$ cat src/rtl/echo_cancel_sequencer.sv
// Sample-rate sequencer for the echo-cancel datapath: divider tick -> capture -> LOAD/FILTER/ERROR/[UPDATE]/DONE.
// Tick to out_valid is TAP_LENGTH+3 cycles (2*TAP_LENGTH+3 when adapting); no backpressure, ticks while busy are dropped and flag overrun.
module echo_cancel_sequencer #(
  parameter int DATA_WIDTH = 16,
  parameter int TAP_LENGTH = 64,
  parameter int SAMPLE_DIV = 12500
) (
  input  logic                          clk,
  input  logic                          rst,
  input  logic                          run,
  input  logic                          adapt_en,
  input  logic                          ovr_clr,
  input  logic [DATA_WIDTH-1:0]         sample_in,
  input  logic [DATA_WIDTH-1:0]         echo_in,
  output logic [DATA_WIDTH-1:0]         x_out,
  output logic [DATA_WIDTH-1:0]         d_out,
  output logic                          shift_en,
  output logic                          mac_clr,
  output logic                          mac_en,
  output logic [$clog2(TAP_LENGTH)-1:0] tap_addr,
  output logic                          err_latch,
  output logic                          coef_we,
  output logic                          out_valid,
  output logic                          busy,
  output logic                          overrun,
  output logic [15:0]                   sample_cnt
);

  localparam int AW    = $clog2(TAP_LENGTH);
  localparam int DIV_W = $clog2(SAMPLE_DIV);

  localparam logic [AW-1:0]    TAP_LAST = AW'(TAP_LENGTH - 1);
  localparam logic [AW-1:0]    TAP_ONE  = AW'(1);
  localparam logic [DIV_W-1:0] DIV_LAST = DIV_W'(SAMPLE_DIV - 1);
  localparam logic [DIV_W-1:0] DIV_ONE  = DIV_W'(1);

  typedef enum logic [2:0] {
    IDLE,
    LOAD,
    FILTER,
    ERROR,
    UPDATE,
    DONE
  } state_t;

  state_t          state;
  logic [DIV_W-1:0] div_cnt;
  logic [AW-1:0]    tap_cnt;
  logic             adapt_q;
  logic             tick;

  assign tick = run && (div_cnt == DIV_LAST);

  // Sample-rate divider; stopping run only freezes ticks, never the sequence.
  always_ff @(posedge clk) begin
    if (!rst) begin
      div_cnt <= '0;
    end else if (!run || (div_cnt == DIV_LAST)) begin
      div_cnt <= '0;
    end else begin
      div_cnt <= div_cnt + DIV_ONE;
    end
  end

  always_ff @(posedge clk) begin
    if (!rst) begin
      state      <= IDLE;
      tap_cnt    <= '0;
      adapt_q    <= 1'b0;
      x_out      <= '0;
      d_out      <= '0;
      shift_en   <= 1'b0;
      mac_clr    <= 1'b0;
      mac_en     <= 1'b0;
      tap_addr   <= '0;
      err_latch  <= 1'b0;
      coef_we    <= 1'b0;
      out_valid  <= 1'b0;
      busy       <= 1'b0;
      overrun    <= 1'b0;
      sample_cnt <= '0;
    end else begin
      shift_en  <= 1'b0;
      mac_clr   <= 1'b0;
      mac_en    <= 1'b0;
      tap_addr  <= '0;
      err_latch <= 1'b0;
      coef_we   <= 1'b0;
      out_valid <= 1'b0;

      // A dropped tick outranks a simultaneous clear.
      if (ovr_clr) begin
        overrun <= 1'b0;
      end
      if (tick && (state != IDLE)) begin
        overrun <= 1'b1;
      end

      case (state)
        IDLE: begin
          if (tick) begin
            x_out    <= sample_in;
            d_out    <= echo_in;
            adapt_q  <= adapt_en;
            shift_en <= 1'b1;
            mac_clr  <= 1'b1;
            busy     <= 1'b1;
            state    <= LOAD;
          end
        end

        LOAD: begin
          tap_cnt  <= '0;
          mac_en   <= 1'b1;
          tap_addr <= '0;
          state    <= FILTER;
        end

        FILTER: begin
          if (tap_cnt == TAP_LAST) begin
            tap_cnt   <= '0;
            err_latch <= 1'b1;
            state     <= ERROR;
          end else begin
            tap_cnt  <= tap_cnt + TAP_ONE;
            mac_en   <= 1'b1;
            tap_addr <= tap_cnt + TAP_ONE;
          end
        end

        ERROR: begin
          tap_cnt <= '0;
          if (adapt_q) begin
            coef_we  <= 1'b1;
            tap_addr <= '0;
            state    <= UPDATE;
          end else begin
            out_valid  <= 1'b1;
            sample_cnt <= sample_cnt + 16'd1;
            state      <= DONE;
          end
        end

        UPDATE: begin
          if (tap_cnt == TAP_LAST) begin
            tap_cnt    <= '0;
            out_valid  <= 1'b1;
            sample_cnt <= sample_cnt + 16'd1;
            state      <= DONE;
          end else begin
            tap_cnt  <= tap_cnt + TAP_ONE;
            coef_we  <= 1'b1;
            tap_addr <= tap_cnt + TAP_ONE;
          end
        end

        DONE: begin
          busy  <= 1'b0;
          state <= IDLE;
        end

        default: begin
          busy  <= 1'b0;
          state <= IDLE;
        end
      endcase
    end
  end

endmodule

$ cat config.mk
export PLATFORM = sky130hd
export DESIGN_NAME = echo_cancel_sequencer
export DESIGN_NICKNAME = d
export VERILOG_FILES = /design/src/rtl/echo_cancel_sequencer.sv
export SDC_FILE = /design/constraint.sdc
export NUM_CORES = 1
export LEC_CHECK = 0
export ABC_AREA = 0
export CORE_MARGIN = 2
export CORE_UTILIZATION = 51
export DETAILED_ROUTE_END_ITERATION = 10
export PLACE_DENSITY = 0.81
export REMOVE_ABC_BUFFERS = 1
export SYNTH_ARGS = -nofsm -noshare
export SYNTH_HDL_FRONTEND = slang
export SYNTH_SLANG_ARGS = --single-unit
$ cat constraint.sdc
create_clock -name clk -period 3.63 [get_ports clk]
set_input_delay 0.726 -clock clk [delete_from_list [all_inputs] [get_ports clk]]
set_output_delay 0.726 -clock clk [all_outputs]
set_load 0.01 [all_outputs]
Yosys cells after proc, flatten, opt, wreduce, memory -nomap -nowiden
Cells that the tools add are included.
Storage, ports and cells
  input bits: 37
  register bits: 85
Operators by class
  reductions and logical operators: 20
  add/subtract/negate cells: 3
  bitwise logic cells: 2
  eq/ne operators: 10
  multiplexer cells: 22
Operators by type and width (count)
  16-bit 2-to-1 mux: 2
  16-bit one-hot mux with 2 select lines: 1
  16-bit by 1-bit adder with 16-bit output, second input constant: 1
  3-bit one-hot mux with 5 select lines: 1
  14-bit by 1-bit adder with 14-bit output, second input constant: 1
  14-bit == test, second input constant: 1
  6-bit one-hot mux with 2 select lines: 1
  2-bit AND reduction: 5
  1-bit 2-to-1 mux: 9
  3-bit 2-to-1 mux: 3
  2-bit != test, second input constant: 4
  1-bit one-hot mux with 2 select lines: 4
  6-bit by 1-bit adder with 6-bit output, second input constant: 1
  3-bit by 2-bit == test with 1-bit output, second input constant: 2
  6-bit == test, second input constant: 1
  6-bit 2-to-1 mux: 1
  3-bit AND reduction: 2
  2-bit nonzero test: 3
  2-bit OR reduction: 3
  4-bit OR reduction: 1
  3-bit by 1-bit == test with 1-bit output, second input constant: 1
  3-bit == test, second input constant: 1
  3-bit zero test: 1
  3-bit nonzero test: 1
  other kinds (4): 6

Longest topological paths before layout
Gate-level depths: netlist (run 1).
  word-level depth: 4
  depth in mapped cells: 7

Worst setup path after synthesis (run 1)
No wires, ideal clock.
  path type: input port to flip-flop
  start point: input run
  end point: register x_out[11]
  stages: 5
  setup slack: 1.452 ns
  buffers on the path: 1
  library setup time: 0.132 ns
  arrival: 2.045 ns
  path through: or4b_1 or4_4 buf_2 o21ai_0 a21oi_1
On the way
  longest elaborated chain between the ends: 2
Ends and longest elaborated chain
  from (decl): RTL line 10  | input logic run,
  1-bit logical AND: RTL line 52  | assign tick = run && (div_cnt == DIV_LAST);
  2-bit AND reduction (no source line)
  to (signal assigned): RTL line 102  | x_out <= sample_in;
  to (decl): RTL line 15  | output logic [DATA_WIDTH-1:0] x_out,
No other way between the ends.
A chain may end at the register's enable or synchronous reset.

Final worst setup path (run 1)
  start point: register state[2]
  end point: register sample_cnt[12]
On the way
  longest elaborated chain between the ends: 3
  elaborated cells between the ends (all ways): 7
  classes of those cells: 4 x eq/ne; 1 x mux; 2 x reduce/logical
Ends and longest elaborated chain
  from (decl): RTL line 46  | state_t state;
  from (signal assigned): RTL line 67  | state <= IDLE;
  from (signal assigned): RTL line 108  | state <= LOAD;
  from (signal assigned): RTL line 116  | state <= FILTER;
  3-bit == test / 3-bit by 2-bit == test with 1-bit output (equally long branches): RTL line 99  | case (state)
  2-bit != test (no source line) / 2-bit nonzero test (equally long branches)
  3-bit AND reduction (no source line)
  to (signal assigned): RTL line 139  | sample_cnt <= sample_cnt + 16'd1;
  to (signal assigned): RTL line 148  | sample_cnt <= sample_cnt + 16'd1;
  to (decl): RTL line 26  | output logic [15:0] sample_cnt
Several ways; a longest one is shown, not always the timed one.

==> results.toml, run 1 <==
[clock_tree]
clk-insertion-delay-late_ns = 0.36
htree_levels = 3
cts_hold_buf = 0
cts_setup_buffers = 0
clock_path_buffers = 2
cts_inserted_buffers = 9
clock-sinks = 85
clk_pin_slew_worst_paths_ns = 0.08
tritoncts = "done"
cts.repair.resized = 0
cts-root-buf = "clkbuf_8"

[drt]
drtPass1Iterations = 5
num_vias = 3409
drtIter0Drc = 208
routed_wl_um = 8930
vias_per_cell = 5.82
drc = 0
met1_length_um = 3790
wl_met2_um = 4410
dr_wl_met3_um = 407
avgRoutedWirePerCell_um = 15.2
routed.top_layer = "met4"
postRouteAntennaNets = 0

[global_route]
grt_pass1_wl_um = 14300
grt_pass1_vias = 3187
antenna_found_initial = 0
grt_max_degree = 57
grt_util_all_layers = 0.235
overflow = 0

[logic_synthesis]
yosys_warnings = 0
synth_async_sr_flop_share = 0
postSynthCellCount = 417
synth_area_leader_cell = "dfxtp_1"
syn_area_per_cell_um2 = 8.52
synth_top_area_frac = 0.479
synthTopCellsByArea = "dfxtp_1, a21oi_1, nand3_1, o21ai_0, xnor2_1"
ys.flop_type = "dfxtp_1"
ys_types = 42
synth_area_um2 = 3550
ys_ff_latch = 85
ys_top_cells_by_count = "dfxtp_1, a21oi_1, nand3_1"
synth_most_common_cell = "dfxtp_1"
synth_edf_count = 0
ys_seq_area_frac = 0.479

[sta]
fin_setup_tns_ns = 0
clock_skew_ns = 0.0132
hold_viol_final = 0
period_minus_slack_ns = 2.49
finalMaxSlewViolations = 0
slew-limit-headroom = 0.311
fin_crit_sh = 0.687
clock.fmax_mhz = 401
setup_viol = 0
tightest_slew_ns = 1.03
rsz0062_at_grt = "no"

[power_and_ir_drop]
p_int_mw = 1.46
peakVddDrop_mv = 0.256
switching_power_mw = 0.449
p_leak_nw = 1.53
power_frac_comb = 0.078
seqPwrFrac = 0.499
switching_share = 0.235
power_frac_clock = 0.423
powerDensity_nw_per_um2 = 399
fin_total_pwr_mw = 1.91

[floorplanning]
initial_core_util = 0.526
chipHeight_um = 87.4
die-area_um2 = 7650
io_pins = 99
core_area_um2 = 6760
rows = 30
dieWidth_um = 87.4

[finish]
finish.net_count = 541
fillCellCount = 537
drive_above_1_share = 0.0474
antenna_cells = 0
finalNonFillerCells = 586
syn_to_final_growth_pct = 34.9

[worst_setup_path]
r2r_end = "sample_cnt[12]$_SDFFE_PN0P_"
cp-startpoint = "state[2]$_SDFFE_PN0P_"
ff2ff_setup_slack_ns = 1.14
required_ns = 3.90
crit_fanout = 31
timing.critical_path.to = "sample_cnt[12]$_SDFFE_PN0P_"
critPathLaunchType = "register"
timing.rr.start = "state[2]$_SDFFE_PN0P_"
cp.arrival_ns = 2.77
critical_path_class = "register to register"
cp-end-kind = "register"
reg2reg_depth = 4

[placement]
place_congestion = 0.830
dp.cells = 570
place.port_buffers = 98
hpwl_um = 5990

[run_status]
status = "completed"

[worst_hold_path]
worstHoldPathType = "register to register"

[run]
cap_violations = 0
registers in the layout, summed over array words and instances (netlist names):
name,flops
err_latch,1
overrun,1
sample_cnt,16
div_cnt,14
x_out,16
busy,1
adapt_q,1
state,3
d_out,16
mac_en,1
mac_clr,1
tap_addr,6
out_valid,1
coef_we,1
tap_cnt,6
layout make-up:
cell class	count	area (um^2)	area share
clock buffers	9	124	0.0259
flip-flops and latches	85	1700	0.355
repair buffers	102	1010	0.211
inverters	8	30.0	0.00627
clock inverters	7	123	0.0256
multi-input cells	295	1700	0.355
well taps	80	100	0.0209
routing by layer:
layer / GRT usage / vias up
met1: 0.275 / 1600
met5: 0 / -
li1: - / 1684
met3: 0.0474 / 25
met2: 0.401 / 100
met4: 0.127 / 0
power groups by stage:
stage / sequential (mW) / clock (mW) / combinational [mW]
floorplan: 0.973 / 0 / 0.0671
global placement: 0.975 / 0 / 0.146
detailed placement: 0.975 / 0 / 0.147
CTS: 0.953 / 0.820 / 0.149
global route: 0.956 / 0.854 / 0.162
finish: 0.954 / 0.809 / 0.149
per-stage QoR:
stage	util	area (um^2)	setup WS [ns]	hold WS [ns]
2_1_floorplan	-	3430	1.02	0.430
3_3_place_gp	0.673	4540	0.879	0.444
3_5_place_dp	0.673	4540	0.765	0.458
4_1_cts	0.709	4790	1.16	0.478
5_1_grt	0.709	4790	1.01	0.494
6_report	0.709	4790	1.14	0.468
cells in the final DEF (no fill, tap or decap), types with 10 or more instances in the layout:
master,instances
nand3_1,49
nor2_1,27
dfxtp_1,85
or4_1,10
or3_1,10
xnor2_1,12
nand2_1,13
clkdlybuf4s50_1,98
o21ai_0,39
a21oi_1,59
critical path: stages (launching register included):
cell	delay, ns
dfxtp_1	0.59
or3b_1	0.44
o31a_1	0.58
or4_1	0.62
a21oi_1	0.18
how the worst min path moves through the flow:
stage | from | end | slack [ns] | cells after the start
after floorplan | div_cnt[0]$_SDFF_PP0_ | div_cnt[0]$_SDFF_PP0_ | 0.43 | 1
after global placement | div_cnt[0]$_SDFF_PP0_ | div_cnt[0]$_SDFF_PP0_ | 0.44 | 1
after detailed placement | div_cnt[0]$_SDFF_PP0_ | div_cnt[0]$_SDFF_PP0_ | 0.46 | 1
after CTS | d_out[14]$_SDFFE_PN0P_ | d_out[14]$_SDFFE_PN0P_ | 0.48 | 2
after global routing | busy$_SDFFE_PN0P_ | busy$_SDFFE_PN0P_ | 0.49 | 2
final | div_cnt[0]$_SDFF_PP0_ | div_cnt[0]$_SDFF_PP0_ | 0.47 | 1
logic make-up after synthesis:
kind of cell	after synthesis	share of synthesized area
buffers and inverters	37	0.0430
AOI/OAI and AO/OA	122	0.186
muxes	1	0.00282
adders and majority gates	3	0.0106
xor gates and xnor gates	16	0.0395
DFF	85	0.479
and+or+nand+nor	153	0.239
Note: power is estimated with default switching activity, not from simulation.
==> inputs of run 2 (changes only) <==
CORE_UTILIZATION = 43   (was 51)
PLACE_DENSITY = 0.73   (was 0.81)
clock period = 2.15 ns   (was 3.63 ns; I/O delays follow)
==> results.toml, run 2 (same netlist as run 1, synthesis figures left out) <==
[global_route]
grt_pass1_vias = 3246
antenna_found_initial = 0
overflow = 0
grt_max_degree = 38
grt_util_all_layers = 0.202
grt_pass1_wl_um = 14500

[floorplanning]
die-area_um2 = 9000
io_pins = 99
dieWidth_um = 94.9
rows = 33
chipHeight_um = 94.9
core_area_um2 = 8090
initial_core_util = 0.439

[run]
cap_violations = 0

[power_and_ir_drop]
switching_share = 0.238
fin_total_pwr_mw = 3.10
p_leak_nw = 1.62
power_frac_comb = 0.095
powerDensity_nw_per_um2 = 625
seqPwrFrac = 0.515
p_int_mw = 2.36
switching_power_mw = 0.737
power_frac_clock = 0.390
peakVddDrop_mv = 0.415

[sta]
clock_skew_ns = 0.00803
finalMaxSlewViolations = 0
clock.fmax_mhz = 475
period_minus_slack_ns = 2.10
hold_viol_final = 0
fin_setup_tns_ns = 0
tightest_slew_ns = 0.445
fin_crit_sh = 0.979
slew-limit-headroom = 0.695
setup_viol = 0
rsz0062_at_grt = "yes"

[drt]
num_vias = 3414
vias_per_cell = 5.43
drc = 0
drtPass1Iterations = 4
drtIter0Drc = 118
routed_wl_um = 8770
avgRoutedWirePerCell_um = 13.9
postRouteAntennaNets = 0

[clock_tree]
clk_pin_slew_worst_paths_ns = 0.08
cts_hold_buf = 0
htree_levels = 3
cts_setup_buffers = 0
tritoncts = "done"
cts_inserted_buffers = 9
clock-sinks = 85
clk-insertion-delay-late_ns = 0.35
cts-root-buf = "clkbuf_8"
clock_path_buffers = 2

[finish]
final_common_cell = "clkdlybuf4s50_1"
drive_above_1_share = 0.0821
largestRegisters = "d_out: 16 flops, sample_cnt: 16 flops, x_out: 16 flops"
finish.net_count = 560
final_cell_mix = "clkdlybuf4s50_1, dfxtp_1, a21oi_1, nand3_1, o21ai_0"
syn_to_final_growth_pct = 39.6
antenna_cells = 0

[worst_setup_path]
cp.arrival_ns = 2.33
cp_slowest_cell = "or4_4"
required_ns = 2.38
ff2ff_setup_slack_ns = 0.05
critPathMaxStageDelay_ns = 0.71
cp-end-kind = "register"
cp_top_family = "simple AND/OR/NAND/NOR gates"
critical_path_class = "register to register"
r2r_end = "d_out[1]$_SDFFE_PN0P_"
crit_buf_inv = 0
timing.rr.start = "div_cnt[10]$_SDFF_PP0_"
reg2reg_depth = 4
critPathLaunchType = "register"
crit_chain = "or4b_4, or4_4, o21ai_0, a21oi_1"
crit_fanout = 33

[worst_hold_path]
hold_end = "busy$_SDFFE_PN0P_"
hp-start = "busy$_SDFFE_PN0P_"
holdPathStages = 2
worstHoldPathType = "register to register"

[run_status]
status = "completed"

[placement]
hpwl_um = 6050
place.port_buffers = 98
place_congestion = 0.925
[run 2: worst max-delay path by stage]
| stage | cells past startpoint | start | slack, ns | endpoint |
|---|---|---|---|---|
| after global routing | 4 | div_cnt[10]$_SDFF_PP0_ | -0.02 | d_out[9]$_SDFFE_PN0P_ |
| after floorplan | 3 | state[1]$_SDFFE_PN0P_ | -0.46 | busy$_SDFFE_PN0P_ |
| after CTS | 4 | div_cnt[10]$_SDFF_PP0_ | 0.04 | x_out[7]$_SDFFE_PN0P_ |
| after global placement | 5 | run | -0.27 | d_out[11]$_SDFFE_PN0P_ |
| after detailed placement | 5 | run | -0.31 | d_out[14]$_SDFFE_PN0P_ |
| final | 4 | div_cnt[10]$_SDFF_PP0_ | 0.05 | d_out[1]$_SDFFE_PN0P_ |
[run 2: tightest hold or removal path, stage by stage, from the launching register on]
cell and delay (ns):
dfxtp_1 0.32, nand2_1 0.06, a21oi_1 0.05
[run 2: area by class of cell]
type,instances,area [um^2]
Timing Repair Buffer,121,1180
Fill cell,753,3140
Tap cell,105,131
Sequential cell,85,1700
Inverter,8,30.0
Clock buffer,9,124
Multi-Input combinational cell,295,1700
Clock inverter,6,88.8
[run 2: layer usage]
layer,global-route usage,vias up,part of all wire
met2,0.363,85,0.50
li1,-,1708,-
met3,0.0702,14,0.063
met4,0.0761,0,0.019
met5,0,-,0
met1,0.219,1607,0.41
[run 2: power groups by stage]
stage                     Clock (mW)  Combinational, mW  Sequential, mW
final                           1.21              0.294            1.59
after global routing            1.31              0.319            1.60
after CTS                       1.24              0.294            1.59
after detailed placement           0              0.293            1.63
after global placement             0              0.285            1.63
after floorplan                    0              0.113            1.64
[run 2: per-stage QoR]
stage | utilization | instances | setup slack, ns | area, um^2 | hold WS, ns
after floorplan | - | 388 | -0.461 | 3430 | 0.430
after global placement | 0.586 | 614 | -0.273 | 4740 | 0.444
after detailed placement | 0.586 | 614 | -0.310 | 4740 | 0.462
after CTS | 0.612 | 629 | 0.0396 | 4960 | 0.478
after global routing | 0.613 | 629 | -0.0235 | 4960 | 0.489
final | 0.613 | 629 | 0.0459 | 4960 | 0.474
[run 2: repair_timing]
item | 4_1_cts | 5_1_grt
endpoints found under the setup margin | 0 | 20
gates resized for setup | 0 | 3
hold endpoints to repair | 0 | 0
